## config.mk

```make
export PLATFORM = sky130hd
export DESIGN_NAME = axis_pattern_source
export DESIGN_NICKNAME = d
export VERILOG_FILES = /design/src/rtl/axis_pattern_source.sv
export SDC_FILE = /design/constraint.sdc
export NUM_CORES = 1
export LEC_CHECK = 0
export ABC_AREA = 1
export BUFFER_PORTS_ARGS = -buffer_cell sky130_fd_sc_hd__buf_2
export CAP_MARGIN = 30
export CORE_ASPECT_RATIO = 0.75
export CORE_MARGIN = 2
export CORE_UTILIZATION = 45
export CTS_CLUSTER_DIAMETER = 120
export DETAILED_ROUTE_END_ITERATION = 12
export PLACE_DENSITY = 0.67
export REMOVE_ABC_BUFFERS = 1
export SLEW_MARGIN = 15
export SYNTH_ARGS = -nofsm -noshare
export SYNTH_HDL_FRONTEND = slang
export SYNTH_SLANG_ARGS = --single-unit
```

## constraint.sdc

```tcl
create_clock -name clk -period 2.27 [get_ports clk]
set_input_delay 0.227 -clock clk [delete_from_list [all_inputs] [get_ports clk]]
set_output_delay 0.227 -clock clk [all_outputs]
set_load 0.005 [all_outputs]
```

## src/rtl/axis_pattern_source.sv

```systemverilog
`timescale 1ns/1ps
// axis_pattern_source
// AXI-stream stimulus source. Emits NPKT packets (NPKT==0: run forever) of
// pkt_len beats each, with data from one of four patterns. Optional idle gaps
// follow each accepted beat. Generated data depends only on the configuration
// and on how many beats were accepted, never on when the sink was ready.
module axis_pattern_source #(
   parameter int DW    = 8,
   parameter int LEN_W = 16,
   parameter int NPKT  = 4
) (
   input  logic             clk,
   input  logic             rstn,
   input  logic             start,
   input  logic [1:0]       mode,
   input  logic [LEN_W-1:0] pkt_len,
   input  logic [3:0]       throttle,
   input  logic [31:0]      seed,
   input  logic             tready,
   output logic             tvalid,
   output logic [DW-1:0]    tdata,
   output logic             tlast,
   output logic             busy,
   output logic             done,
   output logic [15:0]      pkt_cnt
);

   typedef enum logic [1:0] {
      ST_IDLE = 2'd0,
      ST_SEND = 2'd1,
      ST_GAP  = 2'd2,
      ST_DONE = 2'd3
   } state_e;

   typedef enum logic [1:0] {
      MODE_INCR   = 2'd0,
      MODE_RANDOM = 2'd1,
      MODE_ALPHA4 = 2'd2,
      MODE_CONST  = 2'd3
   } mode_e;

   localparam logic [31:0] LFSR_TAPS   = 32'h8020_0003;
   localparam logic [31:0] NPKT_V      = 32'(NPKT);
   localparam bit          RUN_FOREVER = (NPKT == 0);

   // One step of the 32-bit right-shifting Galois LFSR.
   function automatic logic [31:0] lfsr_step(input logic [31:0] s);
      return {1'b0, s[31:1]} ^ (s[0] ? LFSR_TAPS : 32'h0);
   endfunction

   state_e            state_q,   state_d;
   mode_e             mode_q,    mode_d;
   logic [LEN_W-1:0]  len_q,     len_d;
   logic [3:0]        thr_q,     thr_d;
   logic [DW-1:0]     const_q,   const_d;
   logic [31:0]       lfsr_q,    lfsr_d;
   logic [LEN_W-1:0]  idx_q,     idx_d;
   logic [15:0]       pkt_cnt_q, pkt_cnt_d;
   logic [3:0]        gap_q,     gap_d;

   logic              is_last;
   logic              final_beat;

   // Beat-position decode shared by the next-state and output logic.
   always_comb begin
      is_last    = (idx_q == (len_q - LEN_W'(1)));
      final_beat = is_last && !RUN_FOREVER &&
                   ((32'(pkt_cnt_q) + 32'd1) == NPKT_V);
   end

   // Next-state logic: run start, beat acceptance and gap countdown.
   always_comb begin
      // NOTE: every _d takes its _q value before any branch, so a path that
      // does not assign it holds state instead of inferring a latch.
      state_d   = state_q;
      mode_d    = mode_q;
      len_d     = len_q;
      thr_d     = thr_q;
      const_d   = const_q;
      lfsr_d    = lfsr_q;
      idx_d     = idx_q;
      pkt_cnt_d = pkt_cnt_q;
      gap_d     = gap_q;

      case (state_q)
         ST_IDLE, ST_DONE: begin
            if (start) begin
               mode_d    = mode_e'(mode);
               len_d     = (pkt_len == '0) ? LEN_W'(1) : pkt_len;
               thr_d     = throttle;
               const_d   = seed[DW-1:0];
               lfsr_d    = (seed == 32'h0) ? 32'h1 : seed;
               idx_d     = '0;
               pkt_cnt_d = '0;
               gap_d     = '0;
               state_d   = ST_SEND;
            end
         end

         ST_SEND: begin
            // Beat held until the sink takes it; nothing advances on a stall.
            if (tready) begin
               lfsr_d = lfsr_step(lfsr_q);
               if (is_last) begin
                  idx_d     = '0;
                  pkt_cnt_d = pkt_cnt_q + 16'd1;
               end else begin
                  idx_d     = idx_q + LEN_W'(1);
               end

               if (final_beat) begin
                  state_d = ST_DONE;
               end else if (thr_q != 4'd0) begin
                  state_d = ST_GAP;
                  gap_d   = thr_q;
               end
            end
         end

         ST_GAP: begin
            // Counts idle cycles regardless of tready.
            if (gap_q <= 4'd1) begin
               gap_d   = 4'd0;
               state_d = ST_SEND;
            end else begin
               gap_d   = gap_q - 4'd1;
            end
         end

         default: state_d = ST_IDLE;
      endcase
   end

   // State and configuration registers.
   always_ff @(posedge clk or negedge rstn) begin
      if (!rstn) begin
         // NOTE: the latched configuration is reset too, so every output is a
         // known zero straight out of reset rather than only the FSM state.
         state_q   <= ST_IDLE;
         mode_q    <= MODE_INCR;
         len_q     <= '0;
         thr_q     <= '0;
         const_q   <= '0;
         lfsr_q    <= '0;
         idx_q     <= '0;
         pkt_cnt_q <= '0;
         gap_q     <= '0;
      end else begin
         // NOTE: non-blocking assignments, so every register samples the
         // pre-edge values of the others regardless of statement order.
         state_q   <= state_d;
         mode_q    <= mode_d;
         len_q     <= len_d;
         thr_q     <= thr_d;
         const_q   <= const_d;
         lfsr_q    <= lfsr_d;
         idx_q     <= idx_d;
         pkt_cnt_q <= pkt_cnt_d;
         gap_q     <= gap_d;
      end
   end

   // Outputs decoded from registered state only; data is zero outside SEND.
   always_comb begin
      tvalid  = 1'b0;
      tdata   = '0;
      tlast   = 1'b0;
      busy    = (state_q == ST_SEND) || (state_q == ST_GAP);
      done    = (state_q == ST_DONE);
      pkt_cnt = pkt_cnt_q;

      if (state_q == ST_SEND) begin
         tvalid = 1'b1;
         tlast  = is_last;
         case (mode_q)
            MODE_INCR:   tdata = DW'(idx_q);
            MODE_RANDOM: tdata = lfsr_q[DW-1:0];
            MODE_ALPHA4: tdata = DW'({6'd0, lfsr_q[1:0]} + 8'h61);
            MODE_CONST:  tdata = const_q;
            default:     tdata = '0;
         endcase
      end
   end

endmodule

```

==> results of run 1 <==
==> synthesized netlist by cell type, types with 2 or more instances <==
master     number  area share, %
o21ai_2         3           0.42
a221oi_1        3           0.42
dfrtp_1       100             40
nor3_1          9           0.72
nor2_4          4           0.72
nand2_2         3           0.30
xor2_1         19            2.7
o31ai_1         2           0.24
clkbuf_1       19            1.1
buf_2           5           0.40
nand3b_1       10            1.2
mux2_2         15            2.7
nand3_2         3           0.48
a31oi_1         2           0.20
inv_1          93            5.6
a21oi_1        44            3.5
inv_2           4           0.24
nor4_1          9           0.90
nand4_1        11            1.1
o211ai_1        3           0.36
ha_1            9            1.8
a22oi_1         8           0.96
xnor2_1         6           0.84
nand2_1       232             14
a2bb2oi_1      23            3.2
nand3_1        56            4.5
nor2_1         93            5.6
o21ai_1        10           0.80
nor2_2          5           0.50
o21ai_0        32            2.6
buf_4           2           0.24
==> power by group through the flow <==
| stage | clock network [mW] | registers [mW] | logic (mW) |
|---|---|---|---|
| final | 1.59 | 3.05 | 5.60 |
| after global routing | 1.69 | 3.14 | 6.21 |
| after floorplan | 0 | 2.81 | 3.48 |
| after global placement | 0 | 2.96 | 4.91 |
| after detailed placement | 0 | 2.97 | 4.95 |
| after CTS | 1.62 | 2.99 | 5.05 |
==> stage by stage <==
| step | std cells | instance area [um2] |
|---|---|---|
| global route | 1140 | 7790 |
| detailed placement | 1107 | 7050 |
| global placement | 1107 | 7050 |
| finish | 1140 | 7790 |
| floorplan | 821 | 6140 |
| CTS | 1126 | 7430 |
==> worst reg2reg max path: stages, from the launching register on <==
cell and delay, ns:
dfrtp_2 0.44, inv_2 0.08, ha_4 0.16, nand2_8 0.07, nor2_4 0.15, nand2_1 0.08, nand2_1 0.09, buf_4 0.11
nand2_2 0.04, inv_2 0.04, nand2_1 0.05, nor2_1 0.11, nand2_1 0.10, nor2_4 0.19, nor2_4 0.09, nor2_8 0.24
clkbuf_16 0.21, o21ai_2 0.05
==> placed cells by master (no fill, tap or decap), drive strengths merged <==
master / instances
dfrtp: 100
a211oi: 1
dlygate4sd3: 1
nand4: 12
nand3: 59
xor2: 19
nand3b: 10
a2bb2oi: 23
clkinv: 1
o31ai: 2
nor4: 9
o22ai: 1
nor3: 11
a21oi: 44
o21ai: 46
clkbuf: 12
ha: 9
a31oi: 2
o211ai: 3
mux2: 15
nor2: 103
or2: 1
inv: 103
a22oi: 8
xnor2: 6
o221ai: 1
nand2: 235
a221oi: 3
buf: 125
==> sequential cells by signal, summed over array words and instances, names as in the netlist <==
| register | count |
|---|---|
| pkt_cnt | 16 |
| len_q | 16 |
| thr_q | 4 |
| idx_q | 16 |
| state_q | 2 |
| gap_q | 4 |
| const_q | 8 |
| lfsr_q | 32 |
| mode_q | 2 |
==> area by class of cell <==
class                           instances  area (um2)  share of cell area, %
Multi-Input combinational cell        623        3500                   45.0
Sequential cell                       100        2510                   32.3
Timing Repair Buffer                  128         888                   11.4
Inverter                               98         368                   4.72
Clock buffer                           10         239                   3.07
Tap cell                              175         219                   2.81
Clock inverter                          6        60.1                  0.771
==> final timing paths <==
path                                        start                      end  slack, ns  cells after the start
hold reg to reg            const_q[6]$_DFFE_PN0P_   const_q[6]$_DFFE_PN0P_       0.49                      2
setup / recovery             len_q[0]$_DFFE_PN0P_                    tlast      -0.22                     11
min in group asynchronous                    rstn   lfsr_q[25]$_DFFE_PN0P_       0.41                      2
setup reg to reg             len_q[1]$_DFFE_PN0P_  pkt_cnt[13]$_DFFE_PN0P_      -0.13                     17
max in group asynchronous                    rstn     len_q[8]$_DFFE_PN0P_       1.24                      3
hold / removal                        throttle[2]     thr_q[2]$_DFFE_PN0P_        0.1                      2
==> repair_timing <==
item | in CTS | in global routing
setup endpoints to repair | 2 | 40
gates resized for setup | 22 | 63
hold endpoints to repair | 41 | 0
buffers inserted | 2 | 12
hold buffers | 1 | 0
pin swaps | 9 | 23
gates cloned | 0 | 3
==> kinds of logic after synthesis <==
group	count (synthesis)	synth area share [%]
buf+inv	125	7.83
mux	15	2.70
fa+ha+maj	9	1.80
compound gates	134	13.3
flops	100	40.0
xor+xnor	25	3.50
simple gates	440	30.9
==> routing by layer <==
metal / GRT usage [%] / share of wire (%)
met1: 34.7 / 49
met2: 34.3 / 44
met3: 4.73 / 6.0
met4: 5.63 / 1.4
met5: 0 / 0
==> flow_metrics.env, run 1 <==
export IMPL_power_mw=10.2
export IMPL_maxCapViolCount=0
export IMPL_vias=6063
export IMPL_die_w_um=140
export IMPL_drt_total_wl_um=17200
export IMPL_numCtsBuffers=9
export IMPL_violations="negative setup slack"
export IMPL_period_share_pct=110
export IMPL_leakagePower_nw=3.75
export IMPL_drtIter0Drc=417
export IMPL_synth_seq_cells=100
export IMPL_slowest_delay_ns=0.39
export IMPL_routedWlPerCell_um=15.1
export IMPL_min_path_type="input port to register"
export IMPL_fin_nets=1027
export IMPL_gp_congestion=0.926
export IMPL_clock_root_buffer="clkbuf_16"
export IMPL_first_pass_iters=5
export IMPL_skew_ns=0.0110
export IMPL_rows=37
export IMPL_dieHeight_um=106
export IMPL_start_kind="register"
export IMPL_drive_above_1_share_pct=25.1
export IMPL_dieArea_um2=14900
export IMPL_crit_buf_inv=4
export IMPL_syn_inst=848
export IMPL_io_pin_count=86
export IMPL_postLayoutCoreUtil_pct=57.0
export IMPL_antenna_found_initial=0
export IMPL_grt_max_degree=48
export IMPL_async_flop_share_pct=100
export IMPL_crit_type="register to primary output"
export IMPL_numPortBuffers=85
export IMPL_hold_viol=0
export IMPL_antenna_cells=0
export IMPL_crit_path_cell_trace="inv_2, buf_4, nand2_4, nor2_4, nand2_1, nand3_1, nand2_1, inv_1, nand4_2, nor3_4, buf_2"
export IMPL_post_drt_via_cell_ratio=5.32
export IMPL_outcome="finished with violations"
export IMPL_p_clk_share_pct=15.5
export IMPL_ant_nets=0
export IMPL_worst_pin_slew_ns=0.616
export IMPL_start_util_pct=45.9
export IMPL_cts_sinks=100
export IMPL_cp_slowest_cell="dfrtp_1"
export IMPL_core_area_um2=13700
export IMPL_p_sw_mw=4.62
export IMPL_grt_pass1_vias=5529
export IMPL_synth_edff_count=0
export IMPL_clk_pin_slew_worst_paths_ns=0.08
export IMPL_drv_slew=0
export IMPL_synth_seq_area_share_pct=40.0
export IMPL_combPwrFrac_pct=54.7
export IMPL_cts_tree="built"
export IMPL_grt_ovfl_total=0
export IMPL_h_tree_depth=3
export IMPL_avgSynthCellArea_um2=7.38
export IMPL_fill_cells=1271
export IMPL_cp_required_ns=2.04
export IMPL_tns_ns=-2.46
export IMPL_worst_slack_ns=-0.218
export IMPL_ir_drop_uv=648
export IMPL_rsz0062_at_grt="yes"
export IMPL_sw_frac_of_total_pct=45.1
export IMPL_netlist_area_um2=6260
export IMPL_setup_viol_count_final=27
export IMPL_min_period_ns=2.49
export IMPL_pwr_share_seq_pct=29.8
export IMPL_arrival_ns=2.26
export IMPL_drcViolationCount=0
export IMPL_grt_pass1_wl_um=27800
export IMPL_holdWs_ns=0.0984
export IMPL_crit_top_cell="nand2_1"
export IMPL_synth_cell_types=42
export IMPL_slew_headroom_pct=58.9
export IMPL_path_delay_family="simple AND/OR/NAND/NOR gates"
export IMPL_clk_path_buf_depth=2
export IMPL_end_kind="primary output"
export IMPL_clock_latency_ns=0.35
export IMPL_p_int_mw=5.62
export IMPL_power_density_nw_per_um2=1310
export IMPL_ys_flop_type="dfrtp_1"
export IMPL_area_growth_pct=24.4
export IMPL_grt_use_total_pct=23.2
export IMPL_place_hpwl_um=12200
export IMPL_yosys_warnings=0
export IMPL_dp_slack_ns=0.0143
export IMPL_path_max_fanout=7
export IMPL_fmax_mhz=402
(Power assumes the default switching activity.)
==> run 2, diff against run 1 <==
Settings changed: CORE_MARGIN 2 to not set, PLACE_DENSITY 0.67 to 0.71.
==> run 2 against run 1 <==
Effect of this change:
- worst hold slack improved by 0.0051 ns
- die area fell by 3.3%
- critical endpoint unchanged
- the flow finishes with violations (design-rule violations, negative setup slack)
- critical path type unchanged
- clock skew rose by 0.00056 ns
- non-clock buffer count rose by 12
==> flow_metrics.env, run 2 (synthesis gave the netlist of run 1 again) <==
export IMPL_power_density_nw_per_um2=1360
export IMPL_crit_top_cell="nor2_4"
export IMPL_p_clk_share_pct=15.6
export IMPL_violations="design-rule violations, negative setup slack"
export IMPL_ir_drop_uv=663
export IMPL_drv_slew=0
export IMPL_cts_sinks=100
export IMPL_grt_use_total_pct=24.7
export IMPL_cp_slowest_cell="dfrtp_1"
export IMPL_drt_total_wl_um=17200
export IMPL_drtIter0Drc=489
export IMPL_dp_slack_ns=0.00518
export IMPL_end_kind="primary output"
export IMPL_numCtsBuffers=9
export IMPL_outcome="finished with violations"
export IMPL_start_kind="register"
export IMPL_cts_tree="built"
export IMPL_slowest_delay_ns=0.41
export IMPL_p_sw_mw=4.67
export IMPL_rsz0062_at_grt="yes"
export IMPL_ant_nets=0
export IMPL_arrival_ns=2.23
export IMPL_h_tree_depth=3
export IMPL_first_pass_iters=9
export IMPL_rr_endpoint="state_q[1]$_DFFE_PN0P_"
export IMPL_min_path_type="input port to register"
export IMPL_p_int_mw=5.96
export IMPL_antenna_cells=0
export IMPL_tns_ns=-0.205
export IMPL_hold_path_startpoint="mode[1]"
export IMPL_grt_pass1_vias=5785
export IMPL_start_util_pct=47.1
export IMPL_min_period_ns=2.46
export IMPL_place_inst=1105
export IMPL_skew_ns=0.0115
export IMPL_sw_frac_of_total_pct=43.9
export IMPL_crit_path_cell_trace="buf_4, nor2_4, nand2_4, nor2_4, nand2_2, nand3_2, nand2_1, inv_1, nand4_4, nor3_4, buf_12, buf_6"
export IMPL_core_area_um2=13300
export IMPL_worst_pin_slew_ns=0.494
export IMPL_leakagePower_nw=3.81
export IMPL_combPwrFrac_pct=56.1
export IMPL_area_growth_pct=25.2
export IMPL_largest_reg_flops=32
export IMPL_post_drt_via_cell_ratio=5.31
export IMPL_drcViolationCount=5
export IMPL_crit_type="register to primary output"
export IMPL_die_w_um=138
export IMPL_path_max_fanout=7
export IMPL_hold_path_end="mode_q[1]$_DFFE_PN0P_"
export IMPL_place_hpwl_um=12100
export IMPL_rrSetupSlack_ns=-0.01
export IMPL_setup_viol_count_final=3
export IMPL_grt_max_degree=41
export IMPL_vias=6093
export IMPL_rr_startpoint="len_q[1]$_DFFE_PN0P_"
export IMPL_grt_pass1_wl_um=28600
export IMPL_worst_slack_ns=-0.189
export IMPL_clock_latency_ns=0.35
export IMPL_dieHeight_um=104
export IMPL_final_cell_mix="nand2_1 (220), dfrtp_1 (95), inv_1 (89), buf_2 (83), nor2_1 (77)"
export IMPL_reg2reg_depth=19
export IMPL_io_pin_count=86
export IMPL_gp_congestion=0.933
export IMPL_hold_viol=0
export IMPL_grt_ovfl_total=0
export IMPL_hold_depth=2
export IMPL_period_share_pct=108
export IMPL_regMostFlops="lfsr_q"
export IMPL_pwr_share_seq_pct=28.3
export IMPL_antenna_found_initial=0
export IMPL_clock_root_buffer="clkbuf_16"
export IMPL_fin_nets=1039
export IMPL_drive_above_1_share_pct=24.9
export IMPL_cp_required_ns=2.04
export IMPL_rows=36
export IMPL_clk_path_buf_depth=2
export IMPL_fmax_mhz=407
export IMPL_clk_pin_slew_worst_paths_ns=0.08
export IMPL_routedWlPerCell_um=15.0
export IMPL_numPortBuffers=85
export IMPL_slew_headroom_pct=67.1
export IMPL_fin_cells=1148
export IMPL_final_common_cell="nand2_1"
export IMPL_dieArea_um2=14400
export IMPL_fill_cells=1199
export IMPL_maxCapViolCount=0
[run 2: layer usage]
layer,global-route usage (%),part of all wire [%]
met1,34.9,48
met2,39.3,45
met3,4.56,5.9
met4,5.54,1.1
met5,0,0
[run 2: worst max-delay path: cells and delay by family (launching register included)]
family / cells / cell delay [ns]
DFF: 1 / 0.41
buffers and inverters: 4 / 0.45
and+or+nand+nor: 8 / 1.00
[run 2: worst max path at each step]
stage,endpoint,start,cells after the start,slack [ns]
2_1_floorplan,pkt_cnt[2]$_DFFE_PN0P_,state_q[1]$_DFFE_PN0P_,10,-1.78
3_3_place_gp,pkt_cnt[12]$_DFFE_PN0P_,len_q[5]$_DFFE_PN0P_,13,0.09
5_1_grt,tlast,len_q[1]$_DFFE_PN0P_,14,-0.30
6_report,tlast,len_q[1]$_DFFE_PN0P_,12,-0.19
4_1_cts,tlast,len_q[1]$_DFFE_PN0P_,14,-0.18
3_5_place_dp,idx_q[11]$_DFFE_PN0P_,state_q[0]$_DFFE_PN0P_,14,0.005
[run 2: cell type report]
| class | instances | area (um2) | share of cell area (%) |
|---|---|---|---|
| tap | 171 | 214 | 2.73 |
| clock inverter | 7 | 95.1 | 1.21 |
| timing repair buffer | 140 | 967 | 12.3 |
| sequential | 100 | 2510 | 32.0 |
| multi-input combinational | 623 | 3460 | 44.1 |
| clock buffer | 9 | 225 | 2.87 |
| inverter | 98 | 370 | 4.72 |
[run 2: power by group through the flow]
stage,combinational [mW],sequential [mW],clock [mW]
6_report,5.96,3.01,1.66
2_1_floorplan,3.48,2.81,0
3_5_place_dp,4.91,2.96,0
4_1_cts,5.40,2.98,1.69
5_1_grt,6.60,3.09,1.75
3_3_place_gp,4.84,2.96,0
[run 2: repair_timing]
item / in CTS / in global routing
pin swaps: 12 / 23
gates resized for setup: 36 / 40
cloned: 1 / 0
endpoints found under the hold margin: 25 / 0
setup endpoints to repair: 2 / 48
setup buffers: 10 / 18
hold buffers: 1 / 0
[run 2: stage by stage]
step | util, % | power (mW) | area (um2) | hold slack, ns
after floorplan | - | 6.29 | 6140 | -0.0686
after global placement | 53.0 | 7.80 | 7040 | 0.177
after detailed placement | 53.0 | 7.87 | 7040 | 0.184
after CTS | 57.2 | 10.1 | 7600 | 0.0950
after global routing | 59.0 | 11.4 | 7840 | 0.0973
final | 59.0 | 10.6 | 7840 | 0.103
